<file path="src/rtl/i3c_hdr_pattern_pkg.sv">
// i3c_hdr_pattern_pkg: shared states, pattern types and pad-drive map for HDR Exit/Restart generation
package i3c_hdr_pattern_pkg;
  typedef enum logic [2:0] {IDLE, PRE, TOG_LO, TOG_HI, STOP_SETUP, STOP, RS_SCL} state_e;
  typedef enum logic {PAT_EXIT, PAT_RESTART} pat_e;
  localparam logic [2:0] EXIT_FALL_EDGES = 3'd4;
  localparam logic [2:0] RESTART_FALL_EDGES = 3'd2;
  // Pad drive per state as {scl, sda, sda_en}
  function automatic logic [2:0] drive(state_e s);
    case (s)
      PRE:        return 3'b011;
      TOG_LO:     return 3'b001;
      TOG_HI:     return 3'b011;
      STOP_SETUP: return 3'b101;
      STOP:       return 3'b111;
      RS_SCL:     return 3'b111;
      default:    return 3'b110;
    endcase
  endfunction
endpackage

</file>
<file path="src/rtl/hdr_phase_timer.sv">
// hdr_phase_timer: phase down-counter, reloads on load and flags the last cycle of a phase
module hdr_phase_timer #(
  parameter int PHASE_CYCLES = 2,
  parameter int PHASE_W = $clog2(PHASE_CYCLES + 1)
) (
  input  logic i_sys_clk,
  input  logic i_sys_rst,
  input  logic load,
  output logic phase_end
);
  logic [PHASE_W-1:0] cnt;
  always_ff @(posedge i_sys_clk or negedge i_sys_rst)
    if (!i_sys_rst) cnt <= '0;
    else if (load) cnt <= PHASE_W'(PHASE_CYCLES - 1);
    else if (cnt != '0) cnt <= cnt - PHASE_W'(1);
  assign phase_end = cnt == '0;
endmodule

</file>
<file path="src/rtl/hdr_exit_pattern_gen.sv">
// hdr_exit_pattern_gen: drives the I3C HDR Exit / HDR Restart SDA toggle patterns with SCL held low
module hdr_exit_pattern_gen
  import i3c_hdr_pattern_pkg::*;
#(
  parameter int PHASE_CYCLES = 2,
  parameter int PHASE_W = $clog2(PHASE_CYCLES + 1)
) (
  input  logic i_sys_clk,
  input  logic i_sys_rst,
  input  logic i_exit_req,
  input  logic i_restart_req,
  output logic o_busy,
  output logic o_done,
  output logic o_scl,
  output logic o_sda,
  output logic o_sda_en
);
  state_e state, nxt;
  pat_e pat;
  logic [2:0] fe;
  logic phase_end, accept;
  logic [2:0] fe_tgt;
  assign accept = state == IDLE && (i_exit_req || i_restart_req);
  assign fe_tgt = pat == PAT_EXIT ? EXIT_FALL_EDGES : RESTART_FALL_EDGES;
  hdr_phase_timer #(.PHASE_CYCLES(PHASE_CYCLES), .PHASE_W(PHASE_W)) u_timer (
    .i_sys_clk(i_sys_clk),
    .i_sys_rst(i_sys_rst),
    .load(state == IDLE ? accept : phase_end),
    .phase_end(phase_end)
  );
  always_comb begin
    nxt = state;
    case (state)
      IDLE:       nxt = accept ? PRE : IDLE;
      PRE:        nxt = phase_end ? TOG_LO : PRE;
      TOG_LO:     nxt = !phase_end ? TOG_LO : (pat == PAT_EXIT && fe == fe_tgt) ? STOP_SETUP : TOG_HI;
      TOG_HI:     nxt = !phase_end ? TOG_HI : (pat == PAT_RESTART && fe == fe_tgt) ? RS_SCL : TOG_LO;
      STOP_SETUP: nxt = phase_end ? STOP : STOP_SETUP;
      STOP:       nxt = phase_end ? IDLE : STOP;
      RS_SCL:     nxt = phase_end ? IDLE : RS_SCL;
      default:    nxt = IDLE;
    endcase
  end
  // Outputs are registered from the next state so they change on the same edge as the state
  always_ff @(posedge i_sys_clk or negedge i_sys_rst)
    if (!i_sys_rst) begin
      state <= IDLE;
      pat <= PAT_EXIT;
      fe <= '0;
      o_busy <= 1'b0;
      o_done <= 1'b0;
      {o_scl, o_sda, o_sda_en} <= 3'b110;
    end else begin
      state <= nxt;
      o_busy <= nxt != IDLE;
      o_done <= state != IDLE && nxt == IDLE;
      {o_scl, o_sda, o_sda_en} <= drive(nxt);
      if (accept) begin
        pat <= i_exit_req ? PAT_EXIT : PAT_RESTART;
        fe <= '0;
      end else if (nxt == TOG_LO && state != TOG_LO) fe <= fe + 3'd1;
    end
endmodule

</file>
<file path="config.mk">
export PLATFORM = sky130hd
export DESIGN_NAME = hdr_exit_pattern_gen
export DESIGN_NICKNAME = d
export VERILOG_FILES = /design/src/rtl/i3c_hdr_pattern_pkg.sv /design/src/rtl/hdr_phase_timer.sv /design/src/rtl/hdr_exit_pattern_gen.sv
export SDC_FILE = /design/constraint.sdc
export NUM_CORES = 1
export LEC_CHECK = 0
export CAP_MARGIN = 5
export CORE_MARGIN = 8
export CORE_UTILIZATION = 57
export DETAILED_ROUTE_END_ITERATION = 7
export PLACE_DENSITY = 0.81
export SYNTH_ARGS = -nofsm -noshare
export SYNTH_HDL_FRONTEND = slang
export SYNTH_SLANG_ARGS = --single-unit
</file>
<file path="constraint.sdc">
create_clock -name i_sys_clk -period 3.9 [get_ports i_sys_clk]
set_clock_uncertainty 0.2 [all_clocks]
set_input_delay 0.39 -clock i_sys_clk [delete_from_list [all_inputs] [get_ports i_sys_clk]]
set_output_delay 0.39 -clock i_sys_clk [all_outputs]
set_load 0.02 [all_outputs]
</file>
; ---- Word-level counts from Yosys, hierarchy flattened
; Index checks and enable logic that the tools add are counted.
[classes]
addsub = 2
bitwise = 1
muxes = 18
n_eq_ne = 14
reduce_logical = 16
[op_table]
columns = op, count
row1 = $mux 3, 9
row2 = $pmux 3 s7, 1
row3 = $eq 3x3->1 const B, 6
row4 = $eq 3x2->1 const B, 4
row5 = $pmux 3 s4, 1
row6 = $eq 3x1->1 const B, 2
row7 = $logic_not 3->1, 2
row8 = $mux 2, 3
row9 = $reduce_bool 2->1, 3
row10 = $reduce_bool 3->1, 2
row11 = $logic_and 1x1->1, 5
row12 = $mux 1, 4
row13 = $reduce_or 2->1, 2
row14 = $add 3x1->3 const B, 1
row15 = $eq 3x3->1, 1
row16 = $ne 3x2->1 const B, 1
row17 = $logic_not 2->1, 1
row18 = $sub 2x1->2 const B, 1
row19 = $logic_or 1x1->1, 1
row20 = $not 1->1, 1
[word_totals]
wordCells = 60
reg_bits = 14
out_inout_bits = 5
inputBits = 4

; ---- Longest topological paths before layout
; Gate-level depths: netlist of the first run.
[logic_depth]
ltp_word = 10
depth_mapped = 7
ltp_nobuf = 6

; ---- Cells and area by module
; Synthesis of the first run repeated with hierarchy kept, for this count alone.
[unflattened]
cells_unflattened = 73
area_unflattened_um2 = 737.0
[modules_own_cells]
columns = mod, seq_area_each_um2, cells_per_inst, area_each_um2, instances
row1 = hdr_exit_pattern_gen, 302.8, 64, 638.1, 1
row2 = hdr_phase_timer, 50.0, 9, 98.8, 1

; ---- Worst setup path after synthesis of the first run
; No wires, ideal clock.
[synth_path]
kind = register -> register
startpoint = register u_timer.cnt[0]
endpoint = register o_busy
n_path_buf = 1
path_slack_ns = 2.257
setup_time_ns = 0.124
arrival_ns = 1.319
stages_incl_launch_ff = 8
required_ns = 3.576
synth_period_minus_slack_ns = 1.643
cell_sequence = dfrtp_1 > inv_1 > ha_1 > buf_4 > nor2b_1 > a32oi_1 > o21a_1 > or2_1
[synth_via]
elab_chain_cells = 4
word_cells_on_any_way = 9
classes_between = mux (7) / reduce/logical (2)
[synth_lines]
columns = element, line
row1 = from (decl), hdr_phase_timer.sv:11  ; logic [PHASE_W-1:0] cnt;
row2 = from (signal assigned), hdr_phase_timer.sv:14  ; else if (load) cnt <= PHASE_W'(PHASE_CYCLES - 1);
row3 = from (signal assigned), hdr_phase_timer.sv:15  ; else if (cnt != '0) cnt <= cnt - PHASE_W'(1);
row4 = $logic_not 2->1 (*), hdr_phase_timer.sv:16  ; assign phase_end = cnt == '0;
row5 = $mux 3 (tied with other cells), hdr_exit_pattern_gen.sv:39  ; STOP: nxt = phase_end ? IDLE : STOP;
row6 = $pmux 3 s7 (*), hdr_exit_pattern_gen.sv:33  ; case (state)
row7 = $reduce_bool 3->1 (*), hdr_exit_pattern_gen.sv:55  ; o_busy <= nxt != IDLE;
row8 = to (signal assigned), hdr_exit_pattern_gen.sv:50  ; o_busy <= 1'b0;
row9 = to (signal assigned), hdr_exit_pattern_gen.sv:55
row10 = to (decl), hdr_exit_pattern_gen.sv:12  ; output logic o_busy,
; Mark *: on every way between the ends. The rest lies on a longest branch, timed or not.
; A chain may end at the register's enable or synchronous reset.

; ---- Worst setup path after layout of the first run
[layout_path]
startpoint = register o_sda
endpoint = output o_sda
[layout_rtl]
columns = element, line
row1 = from (decl), hdr_exit_pattern_gen.sv:15  ; output logic o_sda,
row2 = from (signal assigned), hdr_exit_pattern_gen.sv:57  ; {o_scl, o_sda, o_sda_en} <= drive(nxt);
; No word-level cell between the ends.

==> reports/metrics.cfg, run 1 <==
[drt]
drc = 0
via_per_inst = 5.89
vias = 595
drtAntennaViolNets = 0
dr.pass1.iters = 4
routed_wl_mm = 1.39
wire_per_inst_um = 13.7
drt_iter0_drc = 7

[sta]
hold_viol = 0
rsz0062_at_grt = no
setup_viol = 0
fin_crit_sh = 0.507
drv_slew = 0
fin_tns_setup_ns = 0
fmax_mhz = 506
slew_headroom = 0.584
tightestPinTransition_ns = 0.622
finalCriticalPeriod_ns = 1.98

[yosys]
synth_area_um2 = 790
synth.net_count = 84
yosysWarnings = 0
synth_cells = 78
synth_cell_types = 32
synth_seq_cells = 14
avgSynthCellArea_um2 = 10.1
ys_seq_area_frac = 0.447

[clock_tree]
cts_sinks = 14
post_cts_buffers = 0
clk_pin_slew_worst_paths_ns = 0.09
post_cts_hold_buffer_count = 0
cts_max_level = 1
cts_made_buffers = 3
cts_tree = yes
cts_buffer_depth = 2
ctsRootBufferMaster = clkbuf_4
clk_latency_ns = 0.28
post_cts_resized = 0

[global_routing]
grt_max_degree = 15
grt_pass1_wl_mm = 2.45
grt_pass1_vias = 563
antenna_found_initial = 0
grt_use_total = 0.117
grt_overflow_total = 0

[final_layout]
nFillCells = 100
drive_above_1_share = 0.128
nets = 93
post-route-util = 0.682
multi_input_area_um2 = 388
area_delta_synth_final_pct = 12.4
ff_latch_area_um2 = 353
antenna_cells = 0

[placed_design]
hpwl_mm = 1.04
port_buffers = 8
gp_congestion = 0.843

[setup_path]
path_max_fanout = 1
cp_data_arrival_time_ns = 1.39
path_buf_inv = 1
crit_family = buffers and inverters
cpPeakStageDelay_ns = 0.59
critPathRequiredTime_ns = 3.31
worst_setup_path_end_kind = primary output
worstSetupPathType = reg -> out
cp-start-kind = flop
critical_path.cell_chain = clkdlybuf4s50_1
slowest_stage = clkdlybuf4s50_1

[pwr]
ir_worst_vdd_mv = 0.469
power.density_mw_per_mm2 = 779
power_leakage_nw = 0.363

[floorplanning]
design.portCount = 9
fp.dieW_um = 53.2
placementRows = 13
core_area_mm2 = 0.00130
start_util = 0.607
die_h_um = 53.2
dieArea_mm2 = 0.00283

[hold_path]
min_path_type = in -> async

[flow_run]
drv_cap = 0

[status]
status = completed

-- stage by stage --
step                hold slack [ns]  cells  total power [mW]  cell area, um^2  setup WS (ns)
floorplan                    -0.106     78             0.533              790           2.26
global placement              0.261     97             0.579              851           2.04
detailed placement            0.266     97             0.591              851           1.98
CTS                           0.278    101             0.696              887           1.91
global route                  0.316    101             0.747              887           1.84
finish                        0.288    101             0.691              887           1.92
-- cell type report --
| type | instances | share of cell area |
|---|---|---|
| Inverter | 3 | 0.0127 |
| Multi-Input combinational cell | 57 | 0.437 |
| Timing Repair Buffer | 8 | 0.0903 |
| Tap cell | 15 | 0.0212 |
| Clock buffer | 4 | 0.0409 |
| Sequential cell | 14 | 0.398 |
-- Yosys cell counts (all sizes together) --
master / n / area share
nand3b: 1 / 0.0095
nand2b: 5 / 0.040
ha: 2 / 0.032
mux2i: 3 / 0.038
a21oi: 8 / 0.051
nor3: 2 / 0.019
buf: 4 / 0.048
or2: 2 / 0.016
a311oi: 1 / 0.011
dfstp: 2 / 0.067
o21ai: 2 / 0.013
xnor2: 1 / 0.011
and2b: 2 / 0.022
dfrtp: 12 / 0.38
a2bb2oi: 1 / 0.011
nor4b: 2 / 0.041
nand2: 3 / 0.014
nor2b: 3 / 0.024
nor2: 9 / 0.043
o22ai: 1 / 0.016
a31oi: 2 / 0.024
inv: 3 / 0.014
o32ai: 1 / 0.011
o21a: 1 / 0.0095
a32oi: 1 / 0.011
nand3: 4 / 0.025
-- layout by cell type (no fill, tap or decap), types with 2 or more instances in the layout --
cell type and count:
dfrtp_1 12, nor2_1 9, inv_1 3, clkdlybuf4s50_1 8, nand2b_1 5, a21oi_1 8
nand2_1 3, clkbuf_4 3, nor2b_1 3, nand3_1 4, dfstp_2 2, ha_1 2
or2_1 2, mux2i_1 3
-- power by group --
part / leakage (nW) / internal, mW / switching (mW)
clock network: 0.0210 / 0.0568 / 0.0471
registers: 0.160 / 0.205 / 0.0801
logic: 0.182 / 0.150 / 0.152
total: 0.363 / 0.411 / 0.280
-- registers in the layout, indices dropped and copies added, names as in the netlist --
name and cells:
pat 1, o_busy 1, o_done 1, o_sda 1, u_timer.cnt 2, o_scl 1, state 3, fe 3
o_sda_en 1
-- logic make-up after synthesis --
family | Yosys count | synth area share
AO/OA/AOI/OAI | 18 | 0.157
XOR/XNOR | 1 | 0.0111
adder cells (fa/ha/maj) | 2 | 0.0317
buffers and inverters | 7 | 0.0618
flip-flops | 14 | 0.447
multiplexers | 3 | 0.0380
AND/OR/NAND/NOR | 33 | 0.254
-- routing by layer --
| metal | global-route usage | routed length [um] | vias to the layer above |
|---|---|---|---|
| met5 | 0 | 0 | - |
| met4 | 0.0882 | 42 | 0 |
| met3 | 0.0168 | 56 | 4 |
| met2 | 0.172 | 653 | 13 |
| met1 | 0.149 | 633 | 284 |
| li1 | - | - | 294 |
-- path summary, 6_finish.rpt --
check,depth (start not counted),startpoint,slack (ns),endpoint
max,1,o_sda,1.92,o_sda
min,1,i_sys_rst,0.29,pat
max reg2reg,6,u_timer.cnt[0],2.00,fe[2]
min reg2reg,1,u_timer.cnt[0],0.29,u_timer.cnt[0]
max in group asynchronous,1,i_sys_rst,2.80,o_done
min in group i_sys_clk,1,u_timer.cnt[0],0.29,u_timer.cnt[0]
No activity file was read; power rests on OpenSTA's default activity.
==> run 2, diff against run 1 <==
--- a/config.mk
+++ b/config.mk
@@ -7,9 +7,9 @@
 export LEC_CHECK = 0
 export CAP_MARGIN = 5
 export CORE_MARGIN = 8
-export CORE_UTILIZATION = 57
+export CORE_UTILIZATION = 53
 export DETAILED_ROUTE_END_ITERATION = 7
-export PLACE_DENSITY = 0.81
+export PLACE_DENSITY = 0.76
 export SYNTH_ARGS = -nofsm -noshare
 export SYNTH_HDL_FRONTEND = slang
 export SYNTH_SLANG_ARGS = --single-unit
==> constraint.sdc (replaced) <==
create_clock -name i_sys_clk -period 2 [get_ports i_sys_clk]
set_clock_uncertainty 0.2 [all_clocks]
set_input_delay 0.2 -clock i_sys_clk [delete_from_list [all_inputs] [get_ports i_sys_clk]]
set_output_delay 0.2 -clock i_sys_clk [all_outputs]
set_load 0.02 [all_outputs]
==> run 2 against run 1 <==
Count of clock-buffer cells in the layout did not move; sequential cell count stayed put; worst setup slack worse by 1.7 ns; first-iteration DRC count increased to 2.7 times the previous value; clock power is 97% higher; routed wire length grew 1.5%; highest routed layer unchanged; via count shrank 1.7%; register-to-register slack got worse by 1.8 ns; final area increased by 2.1%; non-clock buffer count up 2.
==> reports/metrics.cfg, run 2 (synthesized netlist as in run 1, its figures left out) <==
[setup_path]
slowest_stage = clkdlybuf4s50_1
path_buf_inv = 1  ; unchanged
reg2reg_depth = 6  ; unchanged
cp_data_arrival_time_ns = 1.40  ; about the same
worstSetupPathType = reg -> out
worst_setup_path_end_kind = primary output
r2r_start = u_timer.cnt[0]
critical_path.cell_chain = clkdlybuf4s50_1
path_max_fanout = 1  ; unchanged
r2r-end = o_busy
regToRegSetupSlack_ns = 0.23  ; -1.77 ns
cpPeakStageDelay_ns = 0.59  ; about the same
critPathRequiredTime_ns = 1.60  ; -1.71 ns
cp-start-kind = flop
crit_family = buffers and inverters

[sta]
rsz0062_at_grt = no
hold_viol = 0  ; unchanged
drv_slew = 0  ; unchanged
fin_tns_setup_ns = 0  ; unchanged
whs_ns = 0.0936  ; -0.194 ns
finalCriticalPeriod_ns = 1.80
slew_headroom = 0.587  ; +0.00371
fmax_mhz = 557
timing.final.ws_setup_ns = 0.204  ; -1.72 ns
setup_viol = 0  ; unchanged
fin_crit_sh = 0.898
tightestPinTransition_ns = 0.617  ; -0.00555 ns

[floorplanning]
design.portCount = 9  ; unchanged
die_h_um = 54.6  ; +2.6%
start_util = 0.543  ; -0.0637
placementRows = 14  ; +1
dieArea_mm2 = 0.00298  ; +5.3%
fp.dieW_um = 54.6  ; +2.6%
core_area_mm2 = 0.00145  ; +12%

[flow_run]
drv_cap = 0  ; unchanged

[drt]
drt_iter0_drc = 19  ; +12
via_per_inst = 5.63  ; -4.5%
routed_wl_mm = 1.41  ; +1.5%
drc = 0  ; unchanged
dr.pass1.iters = 4  ; unchanged
drtAntennaViolNets = 0  ; unchanged
vias = 585  ; -1.7%
wire_per_inst_um = 13.5  ; -1.4%

[final_layout]
final_cell_mix = 12 x dfrtp_1, 9 x nor2_1, 8 x a21oi_1, 8 x clkdlybuf4s50_1, 5 x nand2b_1
antenna_cells = 0  ; unchanged
layout_commonest_cell = dfrtp_1
ff_latch_area_um2 = 353  ; unchanged
final_area_um2 = 906  ; +2.1%
top_regs = fe x3, state x3, u_timer.cnt x2
multi_input_area_um2 = 390  ; +0.65%
area_delta_synth_final_pct = 14.7
nFillCells = 128  ; +28%
drive_above_1_share = 0.159  ; +0.0312
nets = 95  ; +2.2%

[clock_tree]
clk_latency_ns = 0.28  ; about the same
post_cts_resized = 0  ; unchanged
clk_pin_slew_worst_paths_ns = 0.08  ; about the same
post_cts_buffers = 0  ; unchanged
cts_sinks = 14  ; unchanged
ctsRootBufferMaster = clkbuf_4
cts_made_buffers = 3  ; unchanged
cts_max_level = 1  ; unchanged
cts_buffer_depth = 2  ; unchanged
post_cts_hold_buffer_count = 0  ; unchanged
cts_tree = yes

[pwr]
power_leakage_nw = 0.370  ; +1.9%
ir_worst_vdd_mv = 0.759  ; +62%
power.density_mw_per_mm2 = 1510  ; +94%

[global_routing]
grt_use_total = 0.109  ; -0.00755
grt_max_degree = 15  ; unchanged
grt_pass1_wl_mm = 2.36  ; -3.7%
grt_overflow_total = 0  ; unchanged
grt_pass1_vias = 539  ; -4.3%
antenna_found_initial = 0  ; unchanged

[placed_design]
dp_slack_ns = 0.128  ; -1.85 ns
gp_congestion = 0.870  ; +3.3%
hpwl_mm = 1.02  ; -1.3%
dpl_cell_area_um2 = 867  ; +1.9%
port_buffers = 8  ; unchanged

[hold_path]
min_path_type = in -> async

[status]
status = completed

## run 2: cell count changes in the layout (fill, tap and decap cells not counted)
cell   previous run  this run
buf_4             0         2
ha_1              2         1
ha_2              0         1
## run 2: metrics by stage
step | std cells | utilization | power (mW)
6_report | 104 | 0.623 | 1.37
4_1_cts | 104 | 0.621 | 1.38
2_1_floorplan | 78 | - | 1.04
3_5_place_dp | 100 | 0.596 | 1.17
3_3_place_gp | 100 | 0.596 | 1.16
5_1_grt | 104 | 0.623 | 1.49
## run 2: final cells by class
class / count / share of cell area
Tap cell: 16 / 0.0221
Inverter: 3 / 0.0124
Clock buffer: 4 / 0.0401
Timing Repair Buffer: 10 / 0.105
Multi-Input combinational cell: 57 / 0.431
Sequential cell: 14 / 0.390
## run 2: worst max path at each step
stage	start	end	slack, ns	cells after the start
detailed placement	u_timer.cnt[0]	o_busy	0.13	6
global route	u_timer.cnt[0]	o_busy	0.10	6
floorplan	u_timer.cnt[0]	o_busy	0.36	7
CTS	u_timer.cnt[0]	o_busy	0.11	6
finish	o_scl	o_scl	0.20	1
global placement	u_timer.cnt[0]	o_sda_en	0.15	6
## run 2: power breakdown
group,internal [mW],leakage (nW),switching [mW]
clock network,0.111,0.0210,0.0943
logic,0.313,0.189,0.318
registers,0.400,0.160,0.134
## run 2: routing by layer
| layer | vias up | GRT usage | part of all wire |
|---|---|---|---|
| li1 | 298 | - | - |
| met1 | 270 | 0.140 | 0.45 |
| met2 | 13 | 0.153 | 0.47 |
| met3 | 4 | 0.0326 | 0.052 |
| met4 | 0 | 0.0738 | 0.022 |
| met5 | - | 0 | 0 |
==> run 3, diff against run 2 <==
--- a/config.mk
+++ b/config.mk
@@ -5,6 +5,7 @@
 export SDC_FILE = /design/constraint.sdc
 export NUM_CORES = 1
 export LEC_CHECK = 0
+export ABC_AREA = 1
 export CAP_MARGIN = 5
 export CORE_MARGIN = 8
 export CORE_UTILIZATION = 53
==> run 3 against run 2 <==
First-iteration DRC count shrank 11%; utilization increased by 1.5 points; critical path type is now reg -> reg; register-to-register slack got worse by 0.06 ns.
==> reports/metrics.cfg, run 3 <==
[drt]
drc = 0  ; unchanged
drt_iter0_drc = 17  ; -2
dr.pass1.iters = 4  ; unchanged
route.met2.wl_um = 857  ; +30%
drtAntennaViolNets = 0  ; unchanged
routed_wl_mm = 1.63  ; +16%
wl_met1_um = 707  ; +11%
wire_per_inst_um = 13.3  ; -1.3%
vias = 641  ; +9.6%
top_layer = met4
via_per_inst = 5.25  ; -6.6%
wl_met3_um = 42  ; -42%

[clock_tree]
cts_sinks = 14  ; unchanged
clk_pin_slew_worst_paths_ns = 0.09  ; about the same
cts_max_level = 1  ; unchanged
cts_tree = yes
cts_buffer_depth = 2  ; unchanged
post_cts_hold_buffer_count = 0  ; unchanged
post_cts_buffers = 0  ; unchanged
post_cts_resized = 0  ; unchanged
clk_latency_ns = 0.29  ; about the same
ctsRootBufferMaster = clkbuf_4
cts_made_buffers = 3  ; unchanged

[floorplanning]
dieArea_mm2 = 0.00299  ; +0.44%
placementRows = 14  ; unchanged
fp.dieW_um = 54.7  ; +0.22%
die_h_um = 54.7  ; +0.22%
design.portCount = 9  ; unchanged
core_area_mm2 = 0.00145  ; unchanged
start_util = 0.546  ; +0.00344

[status]
status = completed

[placed_design]
gp_congestion = 0.803  ; -7.8%
hpwl_mm = 1.26  ; +23%
port_buffers = 8  ; unchanged
dpl_cell_area_um2 = 891  ; +2.7%

[hold_path]
min_path_type = in -> async

[global_routing]
grt_pass1_vias = 590  ; +9.5%
grt_pass1_wl_mm = 2.69  ; +14%
grt_use_total = 0.124  ; +0.0147
grt_overflow_total = 0  ; unchanged
antenna_found_initial = 0  ; unchanged
grt_max_degree = 15  ; unchanged

[setup_path]
reg2reg_depth = 10  ; +4
path_max_fanout = 5  ; +4
regToRegSetupSlack_ns = 0.17  ; -0.06 ns
worst_setup_path_end_kind = flop
r2r-end = o_done
r2r_start = u_timer.cnt[0]
cp_data_arrival_time_ns = 1.86  ; +0.46 ns
cp-start-kind = flop
critPathRequiredTime_ns = 2.02  ; +0.42 ns
worstSetupPathType = reg -> reg

[yosys]
avgSynthCellArea_um2 = 8.45  ; -16%
ys_seq_area_frac = 0.444  ; -0.00282
synth.net_count = 100  ; +19%
synth_cell_types = 22  ; -31%
yosysWarnings = 0  ; unchanged
ys.flop_type = dfrtp_1
synth_seq_cells = 14  ; unchanged
async_flop_share = 1.00  ; unchanged
synth.area.top_cells = dfrtp_1 38%, nand2_1 9.0%, nand3_1 8.2%
synth_area_um2 = 795  ; +0.63%
synth_most_common_cell = nand2_1
synth_top_area_frac = 0.378  ; -0.00240
synth_cells = 94  ; +21%
synth_edf_count = 0  ; unchanged
yosysTopAreaCell = dfrtp_1
synth_common_cells = 19 x nand2_1, 13 x nand3_1, 12 x dfrtp_1, 8 x inv_1, 7 x nor2_1

[sta]
hold_viol = 0  ; unchanged
rsz0062_at_grt = no
finalCriticalPeriod_ns = 1.83  ; +0.0385 ns
drv_slew = 0  ; unchanged
setup_viol = 0  ; unchanged
fin_crit_sh = 0.917  ; +0.0192
tightestPinTransition_ns = 0.633  ; +0.0159 ns
slew_headroom = 0.577  ; -0.0106
fin_tns_setup_ns = 0  ; unchanged
fmax_mhz = 545  ; -2.1%

[final_layout]
layout_commonest_cell = nand2_1
nets = 113  ; +19%
final_cell_mix = 19 x nand2_1, 13 x nand3_1, 12 x dfrtp_1
drive_above_1_share = 0.245  ; +0.0862
area_delta_synth_final_pct = 16.7
final_area_um2 = 927  ; +2.3%
antenna_cells = 0  ; unchanged
nFillCells = 129  ; +0.78%
top_regs = fe x3, state x3, u_timer.cnt x2

[pwr]
power_leakage_nw = 0.462  ; +25%
ir_worst_vdd_mv = 0.821  ; +8.2%
power.density_mw_per_mm2 = 1740  ; +15%

[flow_run]
drv_cap = 0  ; unchanged

run 3: cell types whose count changed after synthesis, moves of 5 or more:
cell / previous run / this run
nand2_1: 3 / 19
nand3_1: 4 / 13
a21oi_1: 8 / 1
nand2b_1: 5 / 0
inv_1: 3 / 8
inv_2: 0 / 6
run 3: layout make-up:
class | instances | area, um^2 | area share
timing repair buffer | 9 | 87.6 | 0.0945
inverter | 14 | 52.6 | 0.0567
multi-input combinational | 65 | 378 | 0.408
sequential | 14 | 353 | 0.381
clock buffer | 4 | 36.3 | 0.0391
tap | 16 | 20.0 | 0.0216
run 3: routing by layer:
| metal | up-vias | GRT usage |
|---|---|---|
| li1 | 324 | - |
| met1 | 306 | 0.153 |
| met2 | 9 | 0.200 |
| met3 | 2 | 0.0408 |
| met4 | 0 | 0.0369 |
| met5 | - | 0 |
run 3: cells by family (layout without fill, tap and decap cells):
| logic type | after synthesis | after routing | synth area share |
|---|---|---|---|
| adder cells (fa/ha/maj) | 2 | 2 | 0.0315 |
| XOR/XNOR | 1 | 1 | 0.0110 |
| AO/OA/AOI/OAI | 8 | 8 | 0.0583 |
| buffers and inverters | 15 | 27 | 0.0803 |
| flip-flops | 14 | 14 | 0.444 |
| AND/OR/NAND/NOR | 54 | 54 | 0.375 |
run 3: worst max-delay path by stage:
stage,depth (start not counted),endpoint,start
2_1_floorplan,11,fe[2],u_timer.cnt[0]
3_3_place_gp,10,fe[0],i_exit_req
3_5_place_dp,10,fe[2],i_exit_req
4_1_cts,10,o_done,u_timer.cnt[0]
5_1_grt,10,o_done,u_timer.cnt[0]
6_report,10,o_done,u_timer.cnt[0]
run 3: report_power, final:
group	total, mW	leakage, nW	internal [mW]	switching, mW
sequential	0.505	0.168	0.415	0.0895
combinational	0.892	0.273	0.332	0.560
clock	0.213	0.0210	0.111	0.102
run 3: metrics by stage:
| stage | hold slack [ns] | utilization | instances | total power [mW] | worst slack (ns) |
|---|---|---|---|---|---|
| 2_1_floorplan | -0.296 | - | 94 | 1.16 | 0.304 |
| 3_5_place_dp | 0.304 | 0.613 | 118 | 1.41 | 0.0957 |
| 6_report | 0.0925 | 0.638 | 122 | 1.61 | 0.166 |
| 3_3_place_gp | 0.295 | 0.613 | 118 | 1.36 | 0.125 |
| 4_1_cts | 0.124 | 0.638 | 122 | 1.62 | 0.166 |
| 5_1_grt | 0.155 | 0.638 | 122 | 1.75 | 0.0412 |
run 3: critical path, stage by stage (launching register included):
cell and delay (ns):
dfrtp_1 0.35, inv_1 0.05, ha_1 0.25, buf_4 0.17, nand4_1 0.10, inv_1 0.05, nand2_1 0.09, nand3_4 0.11
inv_2 0.09, nand4_1 0.14, nor2_1 0.15
